File: src/rtl/cv32e40x_pkg.sv
// Shared types for the branch prediction cache: the cache update command
// encoding and the per-instruction prediction metadata carried down the pipe.
package cv32e40x_pkg;

  typedef enum logic [1:0] {
    NOP       = 2'b00,
    INCREMENT = 2'b01,
    DECREMENT = 2'b10,
    NEW_ENTRY = 2'b11
  } cache_cmd_e;

  typedef struct packed {
    logic        valid;
    logic        hit;
    logic [1:0]  cnt;
    logic [31:0] target;
  } bpu_meta_t;

  localparam bpu_meta_t BPU_META_EMPTY = '0;

endpackage

File: src/rtl/cv32e40x_bpu_update_ctrl_if.sv
// EX-side update port towards the prediction cache plus the redirect request.
// Protocol: no backpressure. cache_cmd_o != NOP marks a valid one-cycle command
// and the cache must accept it; mispredict_o qualifies redirect_pc_o in the same cycle.
interface cv32e40x_bpu_update_ctrl_if;
  import cv32e40x_pkg::*;

  cache_cmd_e  cache_cmd_o;
  logic [31:0] pc_ex_o;
  logic [31:0] target_pc_ex_o;
  logic        mispredict_o;
  logic [31:0] redirect_pc_o;

  modport master (
    output cache_cmd_o, pc_ex_o, target_pc_ex_o, mispredict_o, redirect_pc_o
  );

  modport slave (
    input cache_cmd_o, pc_ex_o, target_pc_ex_o, mispredict_o, redirect_pc_o
  );
endinterface

File: src/rtl/cv32e40x_bpu_meta_pipe.sv
// Two-slot (ID, EX) pipe carrying prediction metadata alongside the instruction.
// A killed instruction still advances, but lands as an invalid slot.
module cv32e40x_bpu_meta_pipe
  import cv32e40x_pkg::*;
(
  input  logic        clk,
  input  logic        rst,
  input  logic        if_id_advance_i,
  input  logic        pred_hit_i,
  input  logic [1:0]  pred_cnt_i,
  input  logic [31:0] pred_target_i,
  input  logic        id_ex_advance_i,
  input  logic        kill_id_i,
  input  logic        kill_ex_i,
  output bpu_meta_t   ex_meta_o
);

  bpu_meta_t id_q;
  bpu_meta_t ex_q;

  always_ff @(posedge clk) begin
    if (rst) begin
      id_q <= BPU_META_EMPTY;
      ex_q <= BPU_META_EMPTY;
    end else begin
      if (kill_id_i) begin
        id_q <= BPU_META_EMPTY;
      end else if (if_id_advance_i) begin
        id_q <= '{valid: 1'b1, hit: pred_hit_i, cnt: pred_cnt_i, target: pred_target_i};
      end else if (id_ex_advance_i) begin
        id_q <= BPU_META_EMPTY;
      end

      // A kill of the ID occupant travels with it into EX.
      if (kill_ex_i) begin
        ex_q <= BPU_META_EMPTY;
      end else if (id_ex_advance_i) begin
        ex_q <= kill_id_i ? BPU_META_EMPTY : id_q;
      end
    end
  end

  assign ex_meta_o = ex_q;

endmodule

File: src/rtl/cv32e40x_bpu_update_ctrl.sv
// Compares the EX-stage prediction with the resolved branch, issues one cache
// update per branch, raises the redirect, and keeps prediction statistics.
module cv32e40x_bpu_update_ctrl
  import cv32e40x_pkg::*;
#(
  parameter int CNT_W = 32
) (
  input  logic                        clk,
  input  logic                        rst,
  input  logic                        if_id_advance_i,
  input  logic                        pred_hit_i,
  input  logic [1:0]                  pred_cnt_i,
  input  logic [31:0]                 pred_target_i,
  input  logic                        id_ex_advance_i,
  input  logic                        kill_id_i,
  input  logic                        kill_ex_i,
  input  logic                        ex_resolved_i,
  input  logic                        ex_taken_i,
  input  logic [31:0]                 ex_target_i,
  input  logic [31:0]                 ex_seq_pc_i,
  input  logic [31:0]                 pc_ex_i,
  cv32e40x_bpu_update_ctrl_if.master  upd,
  output logic [CNT_W-1:0]            num_branches_o,
  output logic [CNT_W-1:0]            num_predictions_o,
  output logic [CNT_W-1:0]            num_correct_o
);

  localparam logic [CNT_W-1:0] CNT_MAX = {CNT_W{1'b1}};

  bpu_meta_t   ex_meta;
  logic        done_q;
  logic        resolve;
  logic        hit;
  logic        pt;
  logic        tgt_match;
  logic        mispredict;
  cache_cmd_e  cmd_d;
  cache_cmd_e  cmd_q;
  logic [31:0] pc_q;
  logic [31:0] tgt_q;
  logic [CNT_W-1:0] branches_q;
  logic [CNT_W-1:0] predictions_q;
  logic [CNT_W-1:0] correct_q;

  cv32e40x_bpu_meta_pipe u_meta_pipe (
    .clk             (clk),
    .rst             (rst),
    .if_id_advance_i (if_id_advance_i),
    .pred_hit_i      (pred_hit_i),
    .pred_cnt_i      (pred_cnt_i),
    .pred_target_i   (pred_target_i),
    .id_ex_advance_i (id_ex_advance_i),
    .kill_id_i       (kill_id_i),
    .kill_ex_i       (kill_ex_i),
    .ex_meta_o       (ex_meta)
  );

  always_comb begin
    // done_q suppresses repeats while EX stalls with the outcome held.
    resolve    = ex_resolved_i & ~done_q;
    hit        = ex_meta.valid & ex_meta.hit;
    pt         = hit & ex_meta.cnt[1];
    tgt_match  = (ex_meta.target == ex_target_i);
    mispredict = resolve & ((pt != ex_taken_i) | (pt & ex_taken_i & ~tgt_match));
    cmd_d      = NOP;
    if (ex_taken_i) begin
      cmd_d = (hit & tgt_match) ? INCREMENT : NEW_ENTRY;
    end else if (hit) begin
      cmd_d = DECREMENT;
    end
  end

  always_ff @(posedge clk) begin
    if (rst) begin
      done_q        <= 1'b0;
      cmd_q         <= NOP;
      pc_q          <= '0;
      tgt_q         <= '0;
      branches_q    <= '0;
      predictions_q <= '0;
      correct_q     <= '0;
    end else begin
      // A new EX occupant (or a flush) re-arms; the resolve uses the old slot.
      if (id_ex_advance_i | kill_ex_i) begin
        done_q <= 1'b0;
      end else if (resolve) begin
        done_q <= 1'b1;
      end

      if (resolve) begin
        cmd_q <= cmd_d;
        pc_q  <= pc_ex_i;
        tgt_q <= ex_target_i;
        if (branches_q != CNT_MAX) branches_q <= branches_q + CNT_W'(1);
        if (hit && predictions_q != CNT_MAX) predictions_q <= predictions_q + CNT_W'(1);
        if (hit && !mispredict && correct_q != CNT_MAX) correct_q <= correct_q + CNT_W'(1);
      end else begin
        cmd_q <= NOP;
        pc_q  <= '0;
        tgt_q <= '0;
      end
    end
  end

  assign upd.cache_cmd_o    = cmd_q;
  assign upd.pc_ex_o        = pc_q;
  assign upd.target_pc_ex_o = tgt_q;
  assign upd.mispredict_o   = mispredict;
  assign upd.redirect_pc_o  = resolve ? (ex_taken_i ? ex_target_i : ex_seq_pc_i) : 32'h0;

  assign num_branches_o    = branches_q;
  assign num_predictions_o = predictions_q;
  assign num_correct_o     = correct_q;

endmodule

File: src/flat_wrapper.sv
// flat-port wrapper written by rule: the top's interface ports become plain ports
module cv32e40x_bpu_update_ctrl_flat import cv32e40x_pkg::*;
#(
  parameter int CNT_W = 32
)
  (clk, rst, if_id_advance_i, pred_hit_i, pred_cnt_i, pred_target_i, id_ex_advance_i, kill_id_i, kill_ex_i, ex_resolved_i, ex_taken_i, ex_target_i, ex_seq_pc_i, pc_ex_i, num_branches_o, num_predictions_o, num_correct_o, upd_cache_cmd_o, upd_pc_ex_o, upd_target_pc_ex_o, upd_mispredict_o, upd_redirect_pc_o);
  cv32e40x_bpu_update_ctrl_if upd_i ();
  input  logic clk;
  input  logic rst;
  input  logic if_id_advance_i;
  input  logic pred_hit_i;
  input  logic [1:0] pred_cnt_i;
  input  logic [31:0] pred_target_i;
  input  logic id_ex_advance_i;
  input  logic kill_id_i;
  input  logic kill_ex_i;
  input  logic ex_resolved_i;
  input  logic ex_taken_i;
  input  logic [31:0] ex_target_i;
  input  logic [31:0] ex_seq_pc_i;
  input  logic [31:0] pc_ex_i;
  output logic [CNT_W-1:0] num_branches_o;
  output logic [CNT_W-1:0] num_predictions_o;
  output logic [CNT_W-1:0] num_correct_o;
  output wire logic [$bits(upd_i.cache_cmd_o)-1:0] upd_cache_cmd_o;
  output wire logic [$bits(upd_i.pc_ex_o)-1:0] upd_pc_ex_o;
  output wire logic [$bits(upd_i.target_pc_ex_o)-1:0] upd_target_pc_ex_o;
  output wire logic [$bits(upd_i.mispredict_o)-1:0] upd_mispredict_o;
  output wire logic [$bits(upd_i.redirect_pc_o)-1:0] upd_redirect_pc_o;
  assign upd_cache_cmd_o = upd_i.cache_cmd_o;
  assign upd_pc_ex_o = upd_i.pc_ex_o;
  assign upd_target_pc_ex_o = upd_i.target_pc_ex_o;
  assign upd_mispredict_o = upd_i.mispredict_o;
  assign upd_redirect_pc_o = upd_i.redirect_pc_o;
  cv32e40x_bpu_update_ctrl #(.CNT_W(CNT_W)) u_core (.clk(clk), .rst(rst), .if_id_advance_i(if_id_advance_i), .pred_hit_i(pred_hit_i), .pred_cnt_i(pred_cnt_i), .pred_target_i(pred_target_i), .id_ex_advance_i(id_ex_advance_i), .kill_id_i(kill_id_i), .kill_ex_i(kill_ex_i), .ex_resolved_i(ex_resolved_i), .ex_taken_i(ex_taken_i), .ex_target_i(ex_target_i), .ex_seq_pc_i(ex_seq_pc_i), .pc_ex_i(pc_ex_i), .upd(upd_i), .num_branches_o(num_branches_o), .num_predictions_o(num_predictions_o), .num_correct_o(num_correct_o));
endmodule
File: config.mk
export PLATFORM = sky130hd
export DESIGN_NAME = cv32e40x_bpu_update_ctrl_flat
export DESIGN_NICKNAME = d
export VERILOG_FILES = /design/src/rtl/cv32e40x_pkg.sv /design/src/rtl/cv32e40x_bpu_update_ctrl_if.sv /design/src/rtl/cv32e40x_bpu_meta_pipe.sv /design/src/rtl/cv32e40x_bpu_update_ctrl.sv /design/src/flat_wrapper.sv
export SDC_FILE = /design/constraint.sdc
export NUM_CORES = 1
export LEC_CHECK = 0
export ABC_AREA = 1
export BUFFER_PORTS_ARGS = -buffer_cell sky130_fd_sc_hd__buf_2
export CAP_MARGIN = 40
export CORE_MARGIN = 2
export CORE_UTILIZATION = 50
export CTS_CLUSTER_DIAMETER = 100
export CTS_CLUSTER_SIZE = 8
export DETAILED_ROUTE_END_ITERATION = 7
export GPL_ROUTABILITY_DRIVEN = 1
export GPL_TIMING_DRIVEN = 0
export PLACE_DENSITY_LB_ADDON = 0.08
export SYNTH_ARGS = -nofsm -noshare
export SYNTH_HDL_FRONTEND = slang
export SYNTH_HIERARCHICAL = 1
export SYNTH_SLANG_ARGS = --single-unit
File: constraint.sdc
create_clock -name clk -period 2.4 [get_ports clk]
set_input_delay 0.24 -clock clk [delete_from_list [all_inputs] [get_ports clk]]
set_output_delay 0.24 -clock clk [all_outputs]
set_load 0.005 [all_outputs]
======== Word level (Yosys, flattened, before mapping) ========
Cells that the tools add are included.
word-level totals
  register bits after elaboration ......... 235
  bits of input ports ..................... 139
  output and inout bits ................... 195
  logic and storage cells ................. 55
cells by class
  $add $sub $neg .......................... 3
  equal/unequal tests ..................... 5
  mux-type cells .......................... 8
  bitwise logic cells ..................... 12
  reduce and logical (&&, ||, !) cells .... 12
operator list
  kind                     number
  $mux W36                 3
  $add A32 B1 Y32 const B  3
  $ne A32 B32 Y1 const B   3
  $mux W32                 2
  $eq A32 B32 Y1           1
  $reduce_or A2 Y1         4
  $and A1 B1 Y1            7
  $mux W2                  3
  $reduce_and A2 Y1        3
  $logic_and A1 B1 Y1      3
  $not A1 Y1               3
  $or A1 B1 Y1             2
  $reduce_bool A2 Y1       1
  $logic_not A1 Y1         1
  $ne A1 B1 Y1             1

======== Depth between registers and ports, before layout ========
Gate-level depths: netlist of run 1.
  word-level depth ........................ 10
  gate-level depth with buffers ........... 13
  gate-level depth less buffers ........... 13

======== Modules after synthesis ========
Netlist of run 1, hierarchy kept.
by module, submodules not included
  module                    instances  cells each  area each (um^2)  sequential area each (um^2)
  cv32e40x_bpu_update_ctrl  1          1209        8216.6            3263.1
  cv32e40x_bpu_meta_pipe    1          316         2760.1            1441.4

======== Least setup slack after synthesis of run 1 ========
OpenSTA, ideal clock, no wires.
  path type ............................... reg-to-reg
  from .................................... register u_core.branches_q[0] (netlist: u_core/num_branches_o[0])
  to ...................................... register u_core.branches_q[18] (netlist: u_core/num_branches_o[18])
  library setup time ...................... 115 ps
  arrival time ............................ 1571 ps
  required time ........................... 2285 ps
  setup slack ............................. 713 ps
  stages on the path, launching flop included .. 12
  path buffers ............................ 0
  clock period less this slack ............ 1687 ps
  path through ............................ dfxtp_1 ha_1 nand2_1 nor2_1 nand2_1 nor2_1 nand2_1 nand2_2 nor2_1 inv_1 o21ai_0 and3_1
on the way
  longest elaborated chain between the ends .. 2
  elaborated cells on any way between the ends .. 3
  classes of those cells .................. add/sub: 1; eq/ne: 1; reduce/logical: 1
ends and longest elaborated chain
  element                                                  RTL line                        RTL
  start, declared                                          cv32e40x_bpu_update_ctrl.sv:41  logic [CNT_W-1:0] branches_q;
  start signal, assigned                                   cv32e40x_bpu_update_ctrl.sv:94  if (branches_q != CNT_MAX) branches_q <= branches_q + CNT_W'(1);
  branches (longest 2 deep; another with $add A32 B1 Y32)  n/a
Several ways; the timed one is not identified.
A chain may end at the register's enable or synchronous reset.

======== Worst setup path in the final report of run 1 ========
  from .................................... register u_core.u_meta_pipe.ex_q, in the netlist u_core/u_meta_pipe/ex_meta_o[4]
  to ...................................... output port upd_mispredict_o
on the way
  longest elaborated chain between the ends .. 5
ends and longest elaborated chain
  element                 RTL line                        RTL
  start, declared         cv32e40x_bpu_meta_pipe.sv:19    bpu_meta_t ex_q;
  start signal, assigned  cv32e40x_bpu_meta_pipe.sv:38    ex_q <= kill_id_i ? BPU_META_EMPTY : id_q;
  $eq A32 B32 Y1          cv32e40x_bpu_update_ctrl.sv:63  tgt_match = (ex_meta.target == ex_target_i);
  $not A1 Y1              cv32e40x_bpu_update_ctrl.sv:64  mispredict = resolve & ((pt != ex_taken_i) | (pt & ex_taken_i & ~tgt_match));
  $and A1 B1 Y1           cv32e40x_bpu_update_ctrl.sv:64
  $or A1 B1 Y1            cv32e40x_bpu_update_ctrl.sv:64
  $and A1 B1 Y1           cv32e40x_bpu_update_ctrl.sv:64
  end, declared           flat_wrapper.sv:28              output wire logic [$bits(upd_i.mispredict_o)-1:0] upd_mispredict_o;
No other way between the ends.

==> results list, run 1 <==
- Final setup violation count: 0
- Horiz. Die Dim: ~150 um
* Total Routed Length: roughly 36 mm
- Switching Power: between 2 and 2.5 mW
- Final clock period utilization by the worst path: 93.7%
* Leakage power total: about 6.5 nW
- The worst setup path is captured at an output port.
- From bottom edge to top edge, the die measures approximately 150 um.
- Crit path max fanout: 10
* Fraction of final layout cells sized beyond drive strength 1: approximately a quarter
- Clock tree synthesis selected as its root buffer the cell sky130_fd_sc_hd__clkbuf_16.
* Required time of the critical path: approximately 2.2 ns
* Crit start category: register
* Slew Limit Headroom: a little over two fifths
- Met1 Track Usage GR: between 40 and 50%
- After global routing, the most crowded layer is met2.
- At the end of the flow, the number of nets in the layout was about 2,100.
- Classification of the worst-slack hold path: primary input to register
- H-tree levels: 2
* Global placer's final weighted congestion: about 0.97
- Max-cap violations in this run came to 0.
* First drt pass iteration count: 5
- STA puts the critical path data arrival time at around 2.0 ns.
- Of the total power, combinational logic draws a little under a tenth.
* Count of final max-slew check failures: 0
* Dpl ws: between 0.15 and 0.2 ns
- Switching share of power: 23.5%
- For the pin with the worst max-slew slack, the measured transition is 0.847 ns.
* Number of primary I/O pins: 334
- Cell area power density: 636 nW/um^2
- Input and output buffers added on the ports amount to 331.
- Clock latency on the worst-skew pair: approximately 0.5 ns
- Register share of total power: between 40 and 50%
* Vias after detailed routing: between 10,000 and 15,000
* CTS Sinks: 233
* Number of design rule violations left after detail routing: 0
- Global Route Usage Sum: between 20% and 30%
- Most common library cell in the layout ignoring fill and taps: sky130_fd_sc_hd__buf_2
- The worst-case IR drop observed on VDD is 0.000515 V.
* Clock tree from TritonCTS: built
- The run finished with clean final reports.
- The area growth from synthesis to layout is 32.4%.
- The number of clock buffers added by TritonCTS is 35.
- DPL Wire Length: approximately 27 mm
* Total Die Area: approximately 23,000 um^2
- Global routing used between 5 and 6% of the available met3 tracks.
- Ordered list of cells on the worst path: nand2_1, nand2_1, nand2_1, nor2_1, nand2_1, nor2_2, nand2_2, a21oi_4, buf_6, nor2_1, buf_2
* Count of synthesis-stage warnings from yosys: 6
* Netlist Area Pre-Place: 10,900 um^2
* Highest achievable clock rate: ~440 MHz
- Pint: ~7 mW
- Violation count after the first detailed-routing iteration: 798
- Largest stage delay on the critical path: 0.37 ns
- Global routing finished with a remaining overflow of 0.
* Routed vias/inst: around 5
- Gate Count Post-Synth: 1,517
- The first global-routing pass estimated ~54 mm of wire.
* Worst clock skew: around 0.018 ns
- Cell with the largest stage delay on the worst path: sky130_fd_sc_hd__dfxtp_1
- Number of endpoints with negative hold slack in the final report: 0
- Number of global-route vias before repair: between 10,000 and 15,000
* DRT antenna net count: 0
- Nets in the synthesized netlist: ~1,700
- Clock-pin slew was measured on the worst setup and hold paths at approximately 0.05 ns.
* Maximum clock path buffer count: 3
* Met2 global-route usage: around half
* Leading cell types in the layout, fill and taps excluded: sky130_fd_sc_hd__buf_2, sky130_fd_sc_hd__nand2_1, sky130_fd_sc_hd__dfxtp_1
- The number of antenna violations at the first check in global routing came to 6.
- Minimum clock period: between 2 and 2.5 ns
* Most prevalent standard cell on the critical path: sky130_fd_sc_hd__nand2_1
- Synthesized area divided by synthesized cell count: between 7 and 8 um^2
* Critical path class: register to output port
- Overall power: just over 9 mW
- Count of standard-cell rows: between 50 and 60
- Initial cell density of the core: between 50% and 60%
- Core region area: between 20,000 and 25,000 um^2
* Power share of the clock group: between 40% and 50%
* Pin count of the biggest net entering global routing: 11
- Avg WL per Cell: 16.0 um
* PnR worst setup slack: approximately 0.15 ns
routing by layer:
metal,wire (um),vias to the layer above
met5,27,-
met4,1070,4
met3,2280,72
met2,16500,387
met1,15800,5177
li1,-,5745
final timing paths:
kind | startpoint | end | slack [ns] | cells after the start
setup / recovery | u_core/u_meta_pipe/ex_meta_o[4]$_SDFFE_PP0P_ | upd_mispredict_o | 0.15 | 11
hold / removal | pred_target_i[0] | u_core/u_meta_pipe/id_q[0]$_SDFFE_PP0P_ | 0.009 | 3
setup reg to reg | u_core/num_branches_o[0]$_SDFFE_PP0P_ | u_core/num_branches_o[18]$_SDFFE_PP0P_ | 0.20 | 11
hold reg to reg | u_core/u_meta_pipe/id_q[25]$_SDFFE_PP0P_ | u_core/u_meta_pipe/id_q[25]$_SDFFE_PP0P_ | 0.47 | 2
power by group through the flow:
stage                     clock network, mW  registers, mW  logic [mW]
after floorplan                           0           4.08       0.386
after global placement                    0           4.07       0.741
after detailed placement                  0           4.07       0.744
after CTS                              4.44           4.00       0.816
after global routing                   4.61           4.00       0.912
final                                  4.36           4.00       0.832
cell type report:
type | instances | area (um^2)
clock inverters | 2 | 28.8
multi-input cells | 1046 | 5200
repair buffers | 383 | 2170
well taps | 280 | 350
plain buffers | 68 | 444
flip-flops and latches | 233 | 4660
clock buffers | 38 | 930
fillers | 1997 | 7180
inverters | 170 | 638
diodes | 4 | 10.0
critical path, delay by kind of cell, from the launching register on:
| family | cells | cell delay, ns |
|---|---|---|
| simple gates | 8 | 0.68 |
| flops | 1 | 0.37 |
| buf+inv | 2 | 0.29 |
| compound gates | 1 | 0.17 |
timing repair:
item	CTS	global route
pin swaps	0	1
setup endpoints to repair	15	21
endpoints found under the hold margin	50	0
resized for setup	8	7
hold buffers	51	0
buffers inserted	0	1
through the flow:
step                      utilization (%)  TNS (ns)  instances  cell area (um^2)  hold WS (ns)
final                                66.8         0       2224             14400       0.00938
after global routing                 66.8  -0.00270       2223             14400       0.00716
after CTS                            66.6         0       2219             14400      0.000925
after detailed placement             59.7         0       2128             12900         0.457
after global placement               59.7         0       2128             12900         0.452
after floorplan                         -         0       1517             10900         0.318
sequential cells by signal (all words and copies together), names as in the netlist:
signal	cells
u_core/done_q	1
u_core/num_branches_o	32
u_core/num_correct_o	32
u_core/num_predictions_o	32
u_core/u_meta_pipe/ex_meta_o	35
u_core/u_meta_pipe/id_q	35
u_core/upd.cache_cmd_o	2
u_core/upd.pc_ex_o	32
u_core/upd.target_pc_ex_o	32
No activity file was read; power rests on OpenSTA's default activity.
==> run 2: changes to the inputs <==
ABC_AREA = default   (was 1)
SKIP_LAST_GASP = 1   (was default)
==> run 2 against run 1 <==
Against the previous run: the flow now finishes with violations (negative setup slack); sequential share of layout area rose by 0.36 points; global-route usage is 1.3 points lower; routed wire length is 6.0% lower; synthesized cell count fell by 24%; combinational power decreased by 12%; design area fell by 0.89%; cell count shrank 16%; register-to-register slack lost 0.20 ns; hold slack gained 0.0022 ns; synthesized area decreased by 5.5%; clock power is 1% lower; largest cell class unchanged.
==> results list, run 2 <==
* First-pass GRT wire length: 50.0 mm
- Clock root buffer master: sky130_fd_sc_hd__clkbuf_16
- Global Route Usage Sum: between 20% and 30%
* Worst slew pin tran: 0.792 ns
- Tightest hold margin: 0.0116 ns
* Initial cell density of the core: 50.9%
* Cell with the largest stage delay on the worst path: sky130_fd_sc_hd__dfxtp_2
- After layout, the worst setup slack is -0.0638 ns.
- Number of global-route vias before repair: roughly 9,000
* Setup repair after global routing missed its margin: true
- Gate Count Post-Synth: roughly 1,200
- Number of CTS-inserted buffers: 35
* Count of standard-cell rows: between 50 and 60
* Failing checks: negative setup slack
* CTS Sinks: approximately 230
- The net count of the finished layout is 1,741.
* Netlist Area Pre-Place: 10,300 um^2
- Die Y-Extent: 148 um
- Synthesized area divided by synthesized cell count: slightly below 9 um^2
- The worst setup path is captured at an output port.
- Entering global routing, the biggest net connects 11 pins.
- Final clock period utilization by the worst path: 103%
- At the worst endpoint, the arrival time is ~2.2 ns.
* Count of synthesis-stage warnings from yosys: 6
- Cell area power density: between 600 and 700 nW/um^2
- Switching share of power: between 20% and 30%
* Clock tree from TritonCTS: built
- Run status: finished with violations
- Of all nets on the critical path, the largest fanout is 3.
* Horiz. Die Dim: 148 um
- Final non-filler cell total: 1,871
- Category of cells accounting for the largest share of critical-path delay: simple AND/OR/NAND/NOR gates
- Highest achievable clock rate: around 410 MHz
- Most common library cell in the layout ignoring fill and taps: sky130_fd_sc_hd__buf_2
- Number of primary I/O pins: between 300 and 400
* Pint: 6.99 mW
- Counting both buffers and inverters, the worst setup path holds a total of 2.
- Required time of the critical path: around 2.2 ns
- Ordered list of cells on the worst path: xor2_2, nor4_4, nand4_1, o21a_2, buf_8, nor2_4, nor2_2, buf_2
* Leakage power total: a little over 6 nW
* Largest stage delay on the critical path: about 0.34 ns
- Crit start category: register
- Wires add up to 33.5 mm.
* Initial antenna violation count: 3
- In the layout the commonest cells are sky130_fd_sc_hd__buf_2, sky130_fd_sc_hd__dfxtp_1, sky130_fd_sc_hd__nor2_1.
- Number of design rule violations left after detail routing: 0
* Minimum clock period: between 2 and 2.5 ns
- By startpoint and endpoint, the worst setup path is classified as register to output port.
* Worst clock skew: 0.0121 ns
- Routed vias/inst: ~5.3
- Slew Limit Headroom: roughly 47%
* Combinational power share: 8.2%
* VDD IR-drop max: a little under 0.0005 V
* Synthesis-to-layout area growth: 38.8%
- The number of failing hold endpoints at the final stage is 0.
- Setup violations remaining at the end of the flow were counted as 1.
- After global routing the overflow that remains totals 0.
- Nets in the synthesized netlist: 1,301
- Register share of total power: about 44%
* Power share of the clock group: 47.7%
- In the final routed layout, each cell accounts on average for approximately 18 um.
- Placed Cells: roughly 1,800
* Vias after detailed routing: between 9,000 and 10,000
* Fraction of final layout cells sized beyond drive strength 1: a little under a third
- DPL Wire Length: approximately 24 mm
* Violation count after the first detailed-routing iteration: between 500 and 600
- In this run the remaining antenna-violating nets after routing total 0.
- The die covers between 20,000 and 25,000 um^2.
- Global placer's final weighted congestion: ~0.86
* First drt pass iteration count: 7
- Classification of the worst-slack hold path: primary input to register
* Maximum clock path buffer count: 3
- The final number of max-transition violations is 0.
- The core region is ~20,000 um^2.
* Buffers added on ports: 332
- Count of maximum capacitance violations: 0
- Switching Power: between 2 and 2.5 mW
- The H-tree was split into 2 levels.
- Clock-pin slew was measured on the worst setup and hold paths at roughly 0.05 ns.
- For the worst-skew pair, the clock arrives at the later sink with an insertion delay of approximately 0.50 ns.
[run 2: cell types whose count changed in the layout (fill, tap and decap cells not counted), sizes merged, moves of 68 or more]
cell,before,now
and2,0,68
inv,170,20
nor2,217,115
nand2,315,64
a21oi,183,105
o21ai,102,15
[run 2: layout make-up]
class	count	area [um^2]
clock buffers	38	930
multi-input cells	828	5490
repair buffers	406	2390
well taps	270	338
flip-flops and latches	233	4670
clock inverters	1	8.76
diodes	1	2.50
fillers	1652	5920
plain buffers	74	403
inverters	20	75.1
[run 2: worst paths after layout]
check,from,endpoint,slack [ns],depth (start not counted)
worst max-delay path,u_core/u_meta_pipe/ex_meta_o[30]$_SDFFE_PP0P_,upd_mispredict_o,-0.06,8
worst min-delay path,ex_target_i[2],u_core/upd.target_pc_ex_o[2]$_SDFF_PP0_,0.01,2
worst max register to register,u_core/u_meta_pipe/ex_meta_o[35]$_SDFFE_PP0P_,u_core/num_correct_o[23]$_SDFFE_PP0P_,0,7
worst min register to register,u_core/u_meta_pipe/ex_meta_o[33]$_SDFFE_PP0P_,u_core/u_meta_pipe/ex_meta_o[33]$_SDFFE_PP0P_,0.47,2
[run 2: routing by layer]
metal | track usage (%) | vias to the layer above | wire length, um
li1 | - | 4908 | -
met1 | 37.6 | 4660 | 14500
met2 | 46.9 | 364 | 15600
met3 | 6.20 | 64 | 2320
met4 | 10.5 | 2 | 1030
met5 | 0 | - | 13
[run 2: through the flow]
step	worst slack [ns]	area (um^2)	setup TNS [ns]	total power, mW	util (%)
after CTS	-0.253	14100	-0.253	9.06	69.5
after global placement	-0.240	12300	-5.42	4.68	60.8
after floorplan	0.211	10300	0	4.35	-
after detailed placement	-0.249	12300	-6.83	4.69	60.8
after global routing	-0.179	14300	-2.79	9.29	70.7
final	-0.0638	14300	-0.0638	9.01	70.7
[run 2: worst register-to-register path, cell delays in order (launching register included)]
cell,delay (ns)
sky130_fd_sc_hd__dfxtp_2,0.34
sky130_fd_sc_hd__and3_1,0.17
sky130_fd_sc_hd__ha_1,0.32
sky130_fd_sc_hd__buf_4,0.19
sky130_fd_sc_hd__or4_1,0.52
sky130_fd_sc_hd__buf_4,0.19
sky130_fd_sc_hd__or4_1,0.43
sky130_fd_sc_hd__a21oi_1,0.15
[run 2: what timing repair did]
item,in CTS,in global routing
buffers inserted,7,6
endpoints found under the hold margin,60,0
endpoints found under the setup margin,99,90
resized for setup,41,56
pin swaps,12,19
hold buffers,61,0
cloned,0,1
[run 2: power groups by stage]
stage / Sequential, mW / Combinational (mW) / Clock [mW]
4_1_cts: 3.98 / 0.722 / 4.37
3_3_place_gp: 4.05 / 0.631 / 0
3_5_place_dp: 4.05 / 0.635 / 0
5_1_grt: 3.98 / 0.794 / 4.52
2_1_floorplan: 4.05 / 0.295 / 0
6_report: 3.98 / 0.736 / 4.30
